--- config.mk ---
export PLATFORM = sky130hd
export DESIGN_NAME = if_stage
export DESIGN_NICKNAME = d
export VERILOG_FILES = /design/src/rtl/if_stage.sv
export SDC_FILE = /design/constraint.sdc
export NUM_CORES = 1
export LEC_CHECK = 0
export BUFFER_PORTS_ARGS = -buffer_cell sky130_fd_sc_hd__buf_4
export CORE_MARGIN = 2
export CORE_UTILIZATION = 49
export DETAILED_ROUTE_END_ITERATION = 10
export PLACE_DENSITY = 0.74
export SETUP_SLACK_MARGIN = 0.3
export SYNTH_ARGS = -nofsm -noshare
export SYNTH_HDL_FRONTEND = slang
export SYNTH_SLANG_ARGS = --single-unit
--- constraint.sdc ---
create_clock -name clk -period 6 [get_ports clk]
set_clock_uncertainty 0.2 [all_clocks]
set_input_delay 0.6 -clock clk [delete_from_list [all_inputs] [get_ports clk]]
set_output_delay 0.6 -clock clk [all_outputs]
set_load 0.1 [all_outputs]
--- src/rtl/if_stage.sv ---
// Instruction-fetch stage: owns the fetch PC, runs the imem req/gnt/rvalid handshake,
// and drives the IF/ID register through a one-entry skid buffer with redirect flushing.
module if_stage #(
    parameter int                   CPU_WIDTH = 32,
    parameter logic [CPU_WIDTH-1:0] RESET_PC  = 32'h0000_0000,
    parameter logic [CPU_WIDTH-1:0] NOP_INST  = 32'h0000_0013
) (
    input  logic                 clk,
    input  logic                 rst_n,
    input  logic                 stall,
    input  logic                 redirect,
    input  logic [CPU_WIDTH-1:0] redirect_pc,
    output logic                 imem_req,
    output logic [CPU_WIDTH-1:0] imem_addr,
    input  logic                 imem_gnt,
    input  logic                 imem_rvalid,
    input  logic [CPU_WIDTH-1:0] imem_rdata,
    output logic [CPU_WIDTH-1:0] inst,
    output logic [CPU_WIDTH-1:0] inst_pc,
    output logic                 inst_valid
);

    typedef enum logic [1:0] {
        S_IDLE,
        S_REQ,
        S_WAIT
    } state_t;

    state_t                 state, state_next;
    logic [CPU_WIDTH-1:0]   fetch_pc, fetch_pc_next;
    logic                   kill, kill_next;
    logic [CPU_WIDTH-1:0]   req_pc;
    logic                   skid_full;
    logic [CPU_WIDTH-1:0]   skid_inst;
    logic [CPU_WIDTH-1:0]   skid_pc;
    logic [CPU_WIDTH-1:0]   redirect_aligned;
    logic                   gnt_ok;
    logic                   deliver;
    logic                   unused_pc_bits;

    // Fetch targets are always word aligned; the low redirect bits are dropped.
    assign redirect_aligned = {redirect_pc[CPU_WIDTH-1:2], 2'b00};
    assign unused_pc_bits   = ^redirect_pc[1:0];

    assign imem_req  = (state == S_REQ) && !skid_full && !stall;
    assign imem_addr = fetch_pc;
    assign gnt_ok    = imem_req && imem_gnt;
    // A response belonging to a killed or concurrently redirected fetch never reaches IF/ID.
    assign deliver   = (state == S_WAIT) && imem_rvalid && !kill && !redirect;

    always_comb begin
        state_next    = state;
        fetch_pc_next = fetch_pc;
        kill_next     = kill;
        case (state)
            S_IDLE: begin
                state_next = S_REQ;
            end
            S_REQ: begin
                if (gnt_ok) begin
                    state_next = S_WAIT;
                    if (redirect) begin
                        fetch_pc_next = redirect_aligned;
                        kill_next     = 1'b1;
                    end else begin
                        fetch_pc_next = fetch_pc + CPU_WIDTH'(4);
                        kill_next     = 1'b0;
                    end
                end else if (redirect) begin
                    fetch_pc_next = redirect_aligned;
                end
            end
            S_WAIT: begin
                if (redirect) begin
                    fetch_pc_next = redirect_aligned;
                end
                if (imem_rvalid) begin
                    state_next = S_REQ;
                    kill_next  = 1'b0;
                end else if (redirect) begin
                    kill_next = 1'b1;
                end
            end
            default: begin
                state_next = S_IDLE;
            end
        endcase
    end

    always_ff @(posedge clk or negedge rst_n) begin
        if (!rst_n) begin
            state    <= S_IDLE;
            fetch_pc <= RESET_PC;
            kill     <= 1'b0;
        end else begin
            state    <= state_next;
            fetch_pc <= fetch_pc_next;
            kill     <= kill_next;
        end
    end

    // Datapath-only registers; their contents are meaningless until qualified by control.
    always_ff @(posedge clk) begin
        if (gnt_ok) begin
            req_pc <= fetch_pc;
        end
        if (!redirect && stall && deliver) begin
            skid_inst <= imem_rdata;
            skid_pc   <= req_pc;
        end
    end

    always_ff @(posedge clk or negedge rst_n) begin
        if (!rst_n) begin
            skid_full  <= 1'b0;
            inst       <= NOP_INST;
            inst_pc    <= '0;
            inst_valid <= 1'b0;
        end else if (redirect) begin
            skid_full  <= 1'b0;
            inst       <= NOP_INST;
            inst_valid <= 1'b0;
        end else if (stall) begin
            if (deliver) begin
                skid_full <= 1'b1;
            end
        end else if (skid_full) begin
            skid_full  <= 1'b0;
            inst       <= skid_inst;
            inst_pc    <= skid_pc;
            inst_valid <= 1'b1;
        end else if (deliver) begin
            inst       <= imem_rdata;
            inst_pc    <= req_pc;
            inst_valid <= 1'b1;
        end else begin
            inst       <= NOP_INST;
            inst_valid <= 1'b0;
        end
    end

endmodule
==> results.json <==
{
  "status": "finished, final reports clean",
  "instances_no_fill": 1032,
  "die_h_um": 133.9,
  "syn_to_final_growth_pct": 24.11,
  "drt-total-wl_um": 19680,
  "p_leak_nw": 4.182,
  "cts_tree": "done",
  "period_needed_ns": 2.989,
  "critPathRequiredTime_ns": 5.86,
  "path_clk_slew_ns": 0.07,
  "startpoint_type": "primary input",
  "hold_class": "in -> async",
  "synthCells": 653,
  "rsz0062_at_grt": "no",
  "clockBufferDepth": 2,
  "fmax_ghz": 0.3345,
  "max_slew.worst_pin.slew_ns": 1.027,
  "cp_slowest_cell": "clkinv_1",
  "synth_seq_area_share_pct": 65.53,
  "crit_chain": "buf_4 -> clkinv_1 -> nand2_1 -> nor3_4 -> buf_4",
  "place_hpwl_um": 13370,
  "synthFlopType": "dfrtp_1",
  "yosys.area.top_type": "edfxtp_1",
  "crit_arrival_ns": 2.85,
  "vias": 5935,
  "ys_top_cells_by_area": "edfxtp_1 (35%), dfrtp_1 (30%), mux2i_1 (5.1%)",
  "yosys.area.top_type_share_pct": 34.89,
  "cts_sinks": 197,
  "ant_nets": 0,
  "grt_max_degree": 69,
  "die_area_um2": 17920,
  "clkLatencyLatePin_ns": 0.43,
  "slowest_delay_ns": 0.69,
  "synthDistinctLibCells": 55,
  "maxCapViolCount": 0,
  "core_um2": 16520,
  "viasPerCell": 5.751,
  "track_usage_pct": 22.54,
  "wl_per_cell_um": 19.07,
  "tns_ns": 0,
  "crit_path_end": "skid_pc[30]",
  "postSynth.asyncResetShare_pct": 51.27,
  "grt_pass1_wl_um": 31510,
  "drc_errors": 0,
  "postSynthAreaPerCell_um2": 12.65,
  "postCtsResizedCells": 0,
  "nets": 874,
  "grt_pass1_vias": 5892,
  "path_class": "in -> reg",
  "dr.pass1.iters": 6,
  "io_buffers": 165,
  "layout_commonest_cell": "buf_4",
  "finalSetupViolCount": 0,
  "regToRegEndpoint": "imem_addr[30]",
  "startpoint": "redirect",
  "cts_buffers": 17,
  "worst_setup_path_end_kind": "flip-flop",
  "netlist_area_um2": 8262,
  "rrSetupSlack_ns": 3.03,
  "final.period_utilization_pct": 49.82,
  "power_density_nw_per_um2": 594.6,
  "dr.first_iter.drc_count": 645,
  "synth_edf_count": 96,
  "num_rows": 47,
  "final-max-slew-violation-count": 0,
  "fillers": 1246,
  "post_cts_buffers": 0,
  "final-hold-violation-count": 0,
  "critPathMostFrequentCell": "buf_4",
  "drive_above_1_share_pct": 27.22,
  "layout_common_cells": "buf_4 (171), dfrtp_1 (97), edfxtp_1 (96), nand2_1 (53), o21ai_0 (45)",
  "gp_congestion": 0.8366,
  "postSynthRegisterBits": 197,
  "ctsHtreeMaxLevel": 4,
  "yosysWarnings": 0,
  "antennaDiodeCount": 0,
  "peakVddDrop_mv": 0.4357,
  "placed_cells": 1000,
  "die_w_um": 133.9,
  "initial_core_util_pct": 50.00,
  "critPathMaxFanout": 64,
  "reg2reg_depth": 7,
  "io_pins": 168,
  "synthesis.nets": 728,
  "slew-limit-headroom_pct": 31.56,
  "antenna_found_initial": 0,
  "cts-root-buf": "clkbuf_16",
  "r2r-start": "state[1]",
  "overflow": 0,
  "ctsHoldBuffers": 0
}
## worst min-delay path by stage
stage,start,end,slack (ns),cells after the start
after floorplan,rst_n,imem_addr[0],0.10,0
after global placement,req_pc[0],skid_pc[0],0.23,0
after detailed placement,req_pc[1],skid_pc[1],0.25,0
after CTS,rst_n,imem_addr[31],0.02,1
after global routing,rst_n,imem_addr[31],0.04,1
final,rst_n,imem_addr[29],0.005,1
## critical path: cells and delay by family
kind	cells	cell delay [ns]
buffers and inverters	3	1.56
and+or+nand+nor	2	0.62
## synth_stat cells, types with 4 or more instances
| library cell | instances |
|---|---|
| a21oi_1 | 21 |
| and2_1 | 4 |
| and3_1 | 9 |
| dfrtp_1 | 98 |
| inv_1 | 11 |
| nor2b_1 | 29 |
| a31oi_1 | 4 |
| nand3b_1 | 4 |
| mux2_2 | 5 |
| o21ai_0 | 45 |
| a221o_1 | 5 |
| nand4_1 | 9 |
| a221oi_1 | 29 |
| ha_1 | 5 |
| a22oi_1 | 4 |
| mux2i_1 | 42 |
| nand2_1 | 53 |
| clkbuf_1 | 37 |
| nor2_1 | 19 |
| nor4_1 | 7 |
| o22ai_1 | 15 |
| nor3_1 | 35 |
| edfxtp_1 | 96 |
| nand3_1 | 13 |
| buf_1 | 4 |
| o22a_1 | 4 |
## cells by family after synthesis
family | Yosys count | synth area share [%]
AND/OR/NAND/NOR | 200 | 13.15
flip-flops | 197 | 65.53
AO/OA/AOI/OAI | 147 | 11.95
buffers and inverters | 56 | 2.741
multiplexers | 47 | 5.770
adder cells (fa/ha/maj) | 5 | 0.7572
XOR/XNOR | 1 | 0.1060
## per-stage QoR
stage	setup slack [ns]	instance area (um^2)	util, %	power [mW]	hold WS [ns]
finish	3.011	10250	62.05	6.097	0.005434
global route	2.794	10250	62.05	6.344	0.04061
CTS	3.014	10250	62.05	6.114	0.01870
detailed placement	2.622	9659	58.45	4.990	0.2453
global placement	2.680	9659	58.45	4.924	0.2337
floorplan	1.753	8267	-	4.285	0.1044
## layer usage
| metal | track usage [%] | part of all wire (%) | wire length [um] | vias up |
|---|---|---|---|---|
| li1 | - | - | - | 2759 |
| met5 | 0 | 0 | 0 | - |
| met4 | 9.102 | 2.4 | 465 | 0 |
| met2 | 36.38 | 49 | 9671 | 220 |
| met3 | 4.346 | 5.7 | 1116 | 31 |
| met1 | 30.37 | 43 | 8428 | 2925 |
## where the power goes
part / total [mW] / switching [mW] / internal [mW] / leakage (nW)
sequential: 2.06 / 0.321 / 1.74 / 2.15
clock: 1.13 / 0.502 / 0.626 / 0.288
combinational: 2.91 / 2.28 / 0.631 / 1.74
total: 6.10 / 3.10 / 3.00 / 4.18
## registers in the layout, indices dropped and copies added, names as in the netlist
register / count
inst: 32
skid_full: 1
inst_valid: 1
skid_pc: 32
req_pc: 32
imem_addr: 32
state: 2
kill: 1
skid_inst: 32
inst_pc: 32
## final cells by class
class / count / area [um^2] / share of cell area [%]
Inverter: 12 / 45.04 / 0.4393
Sequential cell: 197 / 5415 / 52.81
Clock buffer: 20 / 478.0 / 4.661
Multi-Input combinational cell: 400 / 2640 / 25.75
Clock inverter: 12 / 116.4 / 1.135
Tap cell: 220 / 275.3 / 2.685
Timing Repair Buffer: 171 / 1284 / 12.52
Power figures use the tool's default switching activity.
